`config.mk`:
```
export PLATFORM = sky130hd
export DESIGN_NAME = move_queue_dispatcher
export DESIGN_NICKNAME = d
export VERILOG_FILES = /design/src/rtl/motion_pkg.sv /design/src/rtl/move_fifo.sv /design/src/rtl/move_queue_dispatcher.sv
export SDC_FILE = /design/constraint.sdc
export NUM_CORES = 2
export LEC_CHECK = 0
export ABC_CLOCK_PERIOD_IN_PS = 34200
export CORE_UTILIZATION = 25
export CTS_BUF_LIST = sky130_fd_sc_hd__clkbuf_8
export CTS_CLUSTER_SIZE = 20
export DETAILED_ROUTE_END_ITERATION = 7
export PLACE_DENSITY_LB_ADDON = 0.2
export SETUP_SLACK_MARGIN = 0.4
export SLEW_MARGIN = 25
export SYNTH_ARGS = -nofsm -noshare
export SYNTH_HDL_FRONTEND = slang
export SYNTH_SLANG_ARGS = --single-unit
```
`constraint.sdc`:
```
create_clock -name clk -period 34.2 [get_ports clk]
set_input_delay 6.84 -clock clk [delete_from_list [all_inputs] [get_ports clk]]
set_output_delay 6.84 -clock clk [all_outputs]
set_load 0.01 [all_outputs]
```
`src/rtl/motion_pkg.sv`:
```
// Shared motion types: move command record and dispatcher FSM states.
// Used by move_queue_dispatcher and move_fifo.
package motion_pkg;

  localparam int MQ_DEPTH = 16;

  typedef struct packed {
    logic        [31:0] speed;
    logic signed [31:0] num_x;
    logic signed [31:0] num_y;
    logic signed [31:0] num_z;
    logic signed [31:0] num_e0;
    logic signed [31:0] num_e1;
  } move_cmd_t;

  typedef enum logic [2:0] {
    IDLE  = 3'd0,
    LOAD  = 3'd1,
    START = 3'd2,
    ARM   = 3'd3,
    RUN   = 3'd4,
    FAULT = 3'd5
  } mqd_state_t;

  function automatic logic is_zero_move(input move_cmd_t m);
    return (m.num_x == 0) && (m.num_y == 0) && (m.num_z == 0) &&
           (m.num_e0 == 0) && (m.num_e1 == 0);
  endfunction

endpackage

```
`src/rtl/move_fifo.sv`:
```
// DEPTH-entry FIFO of move commands with synchronous flush.
// Pointers carry one extra wrap bit so full and empty are distinguishable.
module move_fifo
  import motion_pkg::*;
#(
  parameter int DEPTH = 16,
  parameter int AW    = 4
) (
  input  logic          clk,
  input  logic          reset,
  input  logic          push,
  input  logic          pop,
  input  logic          flush,
  input  move_cmd_t     wdata,
  output move_cmd_t     rdata,
  output logic [AW:0]   level,
  output logic          full
);

  move_cmd_t   mem_q [DEPTH];
  logic [AW:0] wr_ptr_q, rd_ptr_q;

  always_ff @(posedge clk) begin
    if (push) mem_q[wr_ptr_q[AW-1:0]] <= wdata;
  end

  // Flush overrides any push/pop in the same cycle.
  always_ff @(posedge clk or negedge reset) begin
    if (!reset) begin
      wr_ptr_q <= '0;
      rd_ptr_q <= '0;
    end else if (flush) begin
      wr_ptr_q <= '0;
      rd_ptr_q <= '0;
    end else begin
      if (push) wr_ptr_q <= wr_ptr_q + 1'b1;
      if (pop)  rd_ptr_q <= rd_ptr_q + 1'b1;
    end
  end

  assign rdata = mem_q[rd_ptr_q[AW-1:0]];
  assign level = wr_ptr_q - rd_ptr_q;
  assign full  = (level == (AW+1)'(DEPTH));

endmodule

```
`src/rtl/move_queue_dispatcher.sv`:
```
// Queues move commands and hands them one at a time to the motion core.
// Define MOVE_QUEUE_SKIP_ZERO_EN to drop moves whose axis counts are all zero.
module move_queue_dispatcher
  import motion_pkg::*;
#(
  parameter int DEPTH = MQ_DEPTH,
  parameter int AW    = 4
) (
  input  logic               clk,
  input  logic               reset,
  input  logic               cmd_valid,
  output logic               cmd_ready,
  input  logic        [31:0] cmd_speed,
  input  logic signed [31:0] cmd_num_x,
  input  logic signed [31:0] cmd_num_y,
  input  logic signed [31:0] cmd_num_z,
  input  logic signed [31:0] cmd_num_e0,
  input  logic signed [31:0] cmd_num_e1,
  output logic        [31:0] speed,
  output logic signed [31:0] num_x_m,
  output logic signed [31:0] num_y_m,
  output logic signed [31:0] num_z_m,
  output logic signed [31:0] num_e0_m,
  output logic signed [31:0] num_e1_m,
  output logic               start_driving_main,
  input  logic               finish,
  input  logic               error,
  input  logic               fault_clear,
  output logic               busy,
  output logic               fault,
  output logic [AW:0]        level
);

  mqd_state_t  state_q, state_d;
  move_cmd_t   out_q, out_d;
  logic        err_q, err_d;
  move_cmd_t   wdata, head;
  logic        full, push, pop, flush, fault_hit;

  assign wdata = '{speed: cmd_speed, num_x: cmd_num_x, num_y: cmd_num_y,
                   num_z: cmd_num_z, num_e0: cmd_num_e0, num_e1: cmd_num_e1};

  assign cmd_ready = !full && (state_q != FAULT);
  assign push      = cmd_valid && cmd_ready;
  assign pop       = (state_q == LOAD);
  assign fault_hit = (state_q == RUN) && (error || err_q);
  assign flush     = fault_hit || (state_q == FAULT);

  move_fifo #(.DEPTH(DEPTH), .AW(AW)) u_fifo (
    .clk   (clk),
    .reset (reset),
    .push  (push),
    .pop   (pop),
    .flush (flush),
    .wdata (wdata),
    .rdata (head),
    .level (level),
    .full  (full)
  );

  always_comb begin
    state_d = state_q;
    out_d   = out_q;
    err_d   = err_q;
    case (state_q)
      IDLE:  if (level != '0) state_d = LOAD;
      LOAD: begin
        err_d = 1'b0;
`ifdef MOVE_QUEUE_SKIP_ZERO_EN
        if (is_zero_move(head)) begin
          state_d = IDLE;
        end else begin
          out_d   = head;
          state_d = START;
        end
`else
        out_d   = head;
        state_d = START;
`endif
      end
      START: begin
        if (error) err_d = 1'b1;
        state_d = ARM;
      end
      // A finish still high from the previous move must drop before RUN.
      ARM: begin
        if (error) err_d = 1'b1;
        if (!finish) state_d = RUN;
      end
      RUN: begin
        if (fault_hit)   state_d = FAULT;
        else if (finish) state_d = (level != '0) ? LOAD : IDLE;
      end
      FAULT: begin
        err_d = 1'b0;
        if (fault_clear) state_d = IDLE;
      end
      default: state_d = IDLE;
    endcase
  end

  always_ff @(posedge clk or negedge reset) begin
    if (!reset) begin
      state_q <= IDLE;
      out_q   <= '0;
      err_q   <= 1'b0;
    end else begin
      state_q <= state_d;
      out_q   <= out_d;
      err_q   <= err_d;
    end
  end

  assign speed              = out_q.speed;
  assign num_x_m            = out_q.num_x;
  assign num_y_m            = out_q.num_y;
  assign num_z_m            = out_q.num_z;
  assign num_e0_m           = out_q.num_e0;
  assign num_e1_m           = out_q.num_e1;
  assign start_driving_main = (state_q == START);
  assign fault              = (state_q == FAULT);
  assign busy               = ((state_q != IDLE) && (state_q != FAULT)) || (level != '0);

endmodule

```
==> metrics.yaml <==
status:
  status: "completed"
clocking:
  tritoncts: "built"
  cts_buffer_depth: 4
  cts_root_buf: "clkbuf_8"
  cts_resized: 0
  numCtsBuffers: 582
  cts.sink_count: 3278
  path_clk_slew_ns: 0.06
  postCtsSetupRepairBufs: 0
  htree_levels: 6
  ctsHoldBuffers: 0
  insertion_delay_ns: 1.20
grt:
  grt_pass1_wl_mm: 486.4
  antenna_found_initial: 66
  grtUsageTotal_pct: 13.48
  gr-total-overflow: 0
  first_global_vias: 65019
  grt_max_degree: 111
cells_and_area:
  utilization_pct: 29.75
  multiInputGateArea_sq_um: 24420
  register_area_sq_um: 97410
  fillers: 47754
  area_growth_pct: 18.24
  finalInstanceArea_sq_um: 146100
  layout.nets: 6637
  drive_gt1_share_pct: 23.67
yosys:
  ys.flop_type: "edfxtp_1"
  synth.cell_area_sq_um: 123500
  netlist_top_cells_area: "edfxtp_1 (75%), mux4_2 (14%), dfrtp_1 (4.2%)"
  synth_fp_nets: 5838
  yosysUniqueCellTypes: 41
  synth_seq_cells: 3278
  synth_edf_count: 3072
  async_flop_share_pct: 6.284
  ys_warn_count: 0
  ys_seq_area_share_pct: 78.85
  yosys.area.top_type: "edfxtp_1"
  postSynthCellCount: 5630
  synth_top_area_share_pct: 74.68
  syn_area_per_cell_sq_um: 21.94
power_and_ir_drop:
  irDropWorstVdd_mv: 0.04741
  total_power_mw: 11.66
  p_leak_nw: 47.38
  p_per_area_nw_per_um2: 79.81
timing:
  slew_viol_final: 0
  setup-violations-final: 0
  tns_ns: 0
  rsz0062_at_grt: "no"
  fin_crit_sh_pct: 35.38
  finalHoldViolCount: 0
  setup_slack_ns: 22.10
  clock.fmax_ghz: 0.08263
  skew_ns: 0.09910
  worst_pin_slew_ns: 1.075
  relSlewSlack_pct: 28.36
  min_period_ns: 12.10
floorplanning:
  io_pins: 399
  rows: 257
  fp.coreArea_sq_um: 491000
  start_util_pct: 25.16
  die_y_um: 704.9
  dieArea_sq_um: 496900
  chipWidth_um: 704.9
critical_path:
  cp_cell_sequence: "inv_8, ha_1, nor2_1, a21oi_1, xnor2_1, a21oi_1, nand4_1, clkdlybuf4s50_1"
  startpoint_type: "flop"
  crit_family: "buffers and inverters"
  cpPeakStageDelay_ns: 1.03
  crit_slowest_cell: "dfrtp_4"
  critPathKind: "reg2out"
  r2r_start: "u_fifo.rd_ptr_q[3]"
  critical_path_arrival_ns: 5.26
  crit_path_max_fanout: 74
  required_ns: 27.36
  end_kind: "primary output"
  crit_top_cell: "a21oi_1"
  crit_start: "u_fifo.rd_ptr_q[3]"
  cp_num_buf_inv: 2
drt:
  drt.antenna.violating_nets: 0
  num_vias: 59271
  wl_per_cell_um: 25.57
  drtIter0Drc: 4226
  drc: 0
  dr.pass1.iters: 5
  wirelength_mm: 342.5
  avgViaCountPerCell: 4.424
placed_design:
  port_buffers: 398
  place.gp.congestion: 0.6982
  post-place-ws_ns: 22.56
  place_hpwl_mm: 187.1
  placed_cell_area_sq_um: 135100
min_path:
  holdCritStartpoint: "num_z_m[7]"
  hold_class: "reg2reg"
run:
  maxCapViolCount: 0
==> per-layer routing <==
metal	GRT usage [%]	share of wire, %	up-vias
met4	3.298	2.3	46
met2	21.48	46	1535
met5	0	0.081	-
li1	-	-	25036
met1	18.46	45	32055
met3	3.367	6.1	599
==> layout by cell type (no fill, tap or decap), drive strengths merged, types with 3 or more instances in the layout <==
cell | synthesis | final
edfxtp | 3072 | 3072
mux4 | 768 | 768
clkbuf | 112 | 621
nand2 | 403 | 403
clkdlybuf4s50 | 0 | 397
a21oi | 392 | 392
inv | 11 | 292
dfrtp | 206 | 206
mux2i | 197 | 197
o21ai | 196 | 196
clkinv | 0 | 140
buf | 192 | 122
diode | 0 | 19
and3 | 13 | 13
clkinvlp | 0 | 10
nor2 | 9 | 9
ha | 9 | 9
nand2b | 7 | 7
bufinv | 0 | 7
nand3 | 6 | 6
nor2b | 5 | 5
xnor2 | 4 | 4
xor2 | 3 | 3
nor3 | 3 | 3
==> power breakdown <==
part           total [mW]  switching [mW]  internal (mW)
Combinational        3.08            1.76           1.32
Clock                3.42            1.67           1.75
Sequential           5.16           0.257           4.91
==> area by class of cell <==
cell class	count	share of cell area (%)
clock buffer	621	5.852
sequential	3278	66.69
inverter	11	0.03341
multi-input combinational	2037	16.72
tap	6475	5.547
clock inverter	438	1.623
timing repair buffer	519	3.498
antenna	19	0.03255
==> through the flow <==
step / std cells / hold slack [ns]
2_1_floorplan: 5630 / 0.5238
3_3_place_gp: 12318 / 0.4920
3_5_place_dp: 12320 / 0.4952
4_1_cts: 13379 / 0.5095
5_1_grt: 13383 / 0.5312
6_report: 13398 / 0.5014
==> path summary, 6_finish.rpt <==
kind	slack, ns	end	cells past startpoint
worst max-delay path	22.10	busy	8
worst min-delay path	0.50	num_z_m[7]	2
worst max register to register	27.42	u_fifo.mem_q[5][181]	11
min in group asynchronous	5.66	speed[26]	1
max in group asynchronous	26.49	num_x_m[17]	3
worst min register to register	0.50	num_z_m[7]	2
==> flip-flops by register name (all words and copies together) (netlist names), 5 cells and up <==
name and cells:
u_fifo.rd_ptr_q 5, num_y_m 32, u_fifo.mem_q 3072, num_e1_m 32, num_z_m 32, num_x_m 32, num_e0_m 32, speed 32
u_fifo.wr_ptr_q 5
==> cells by family after synthesis <==
logic type      Yosys count  synth area share (%)
buf+inv                 315                 1.469
simple gates            458                 1.487
mux                     965                 15.60
xor+xnor                  7               0.04963
flops                  3278                 78.85
compound gates          597                 2.438
fa+ha+maj                10                0.1074
==> worst min-delay path, delay by kind of cell, from the launching register on <==
family          cells  cell delay (ns)
flops               1             0.34
compound gates      2             0.12
==> synth_stat cells (all sizes together) (2+ instances only) <==
| cell type | count |
|---|---|
| clkbuf | 112 |
| a211oi | 2 |
| mux2i | 197 |
| mux4 | 768 |
| nand3 | 6 |
| nand2 | 403 |
| dfrtp | 206 |
| or3 | 2 |
| inv | 11 |
| and3 | 13 |
| a21o | 2 |
| nand2b | 7 |
| ha | 9 |
| xor2 | 3 |
| and2 | 2 |
| nor3b | 2 |
| buf | 192 |
| nand4 | 2 |
| nor3 | 3 |
| o21ai | 196 |
| xnor2 | 4 |
| a21oi | 392 |
| edfxtp | 3072 |
| nor2 | 9 |
| nor2b | 5 |
No activity file was read; power rests on OpenSTA's default activity.
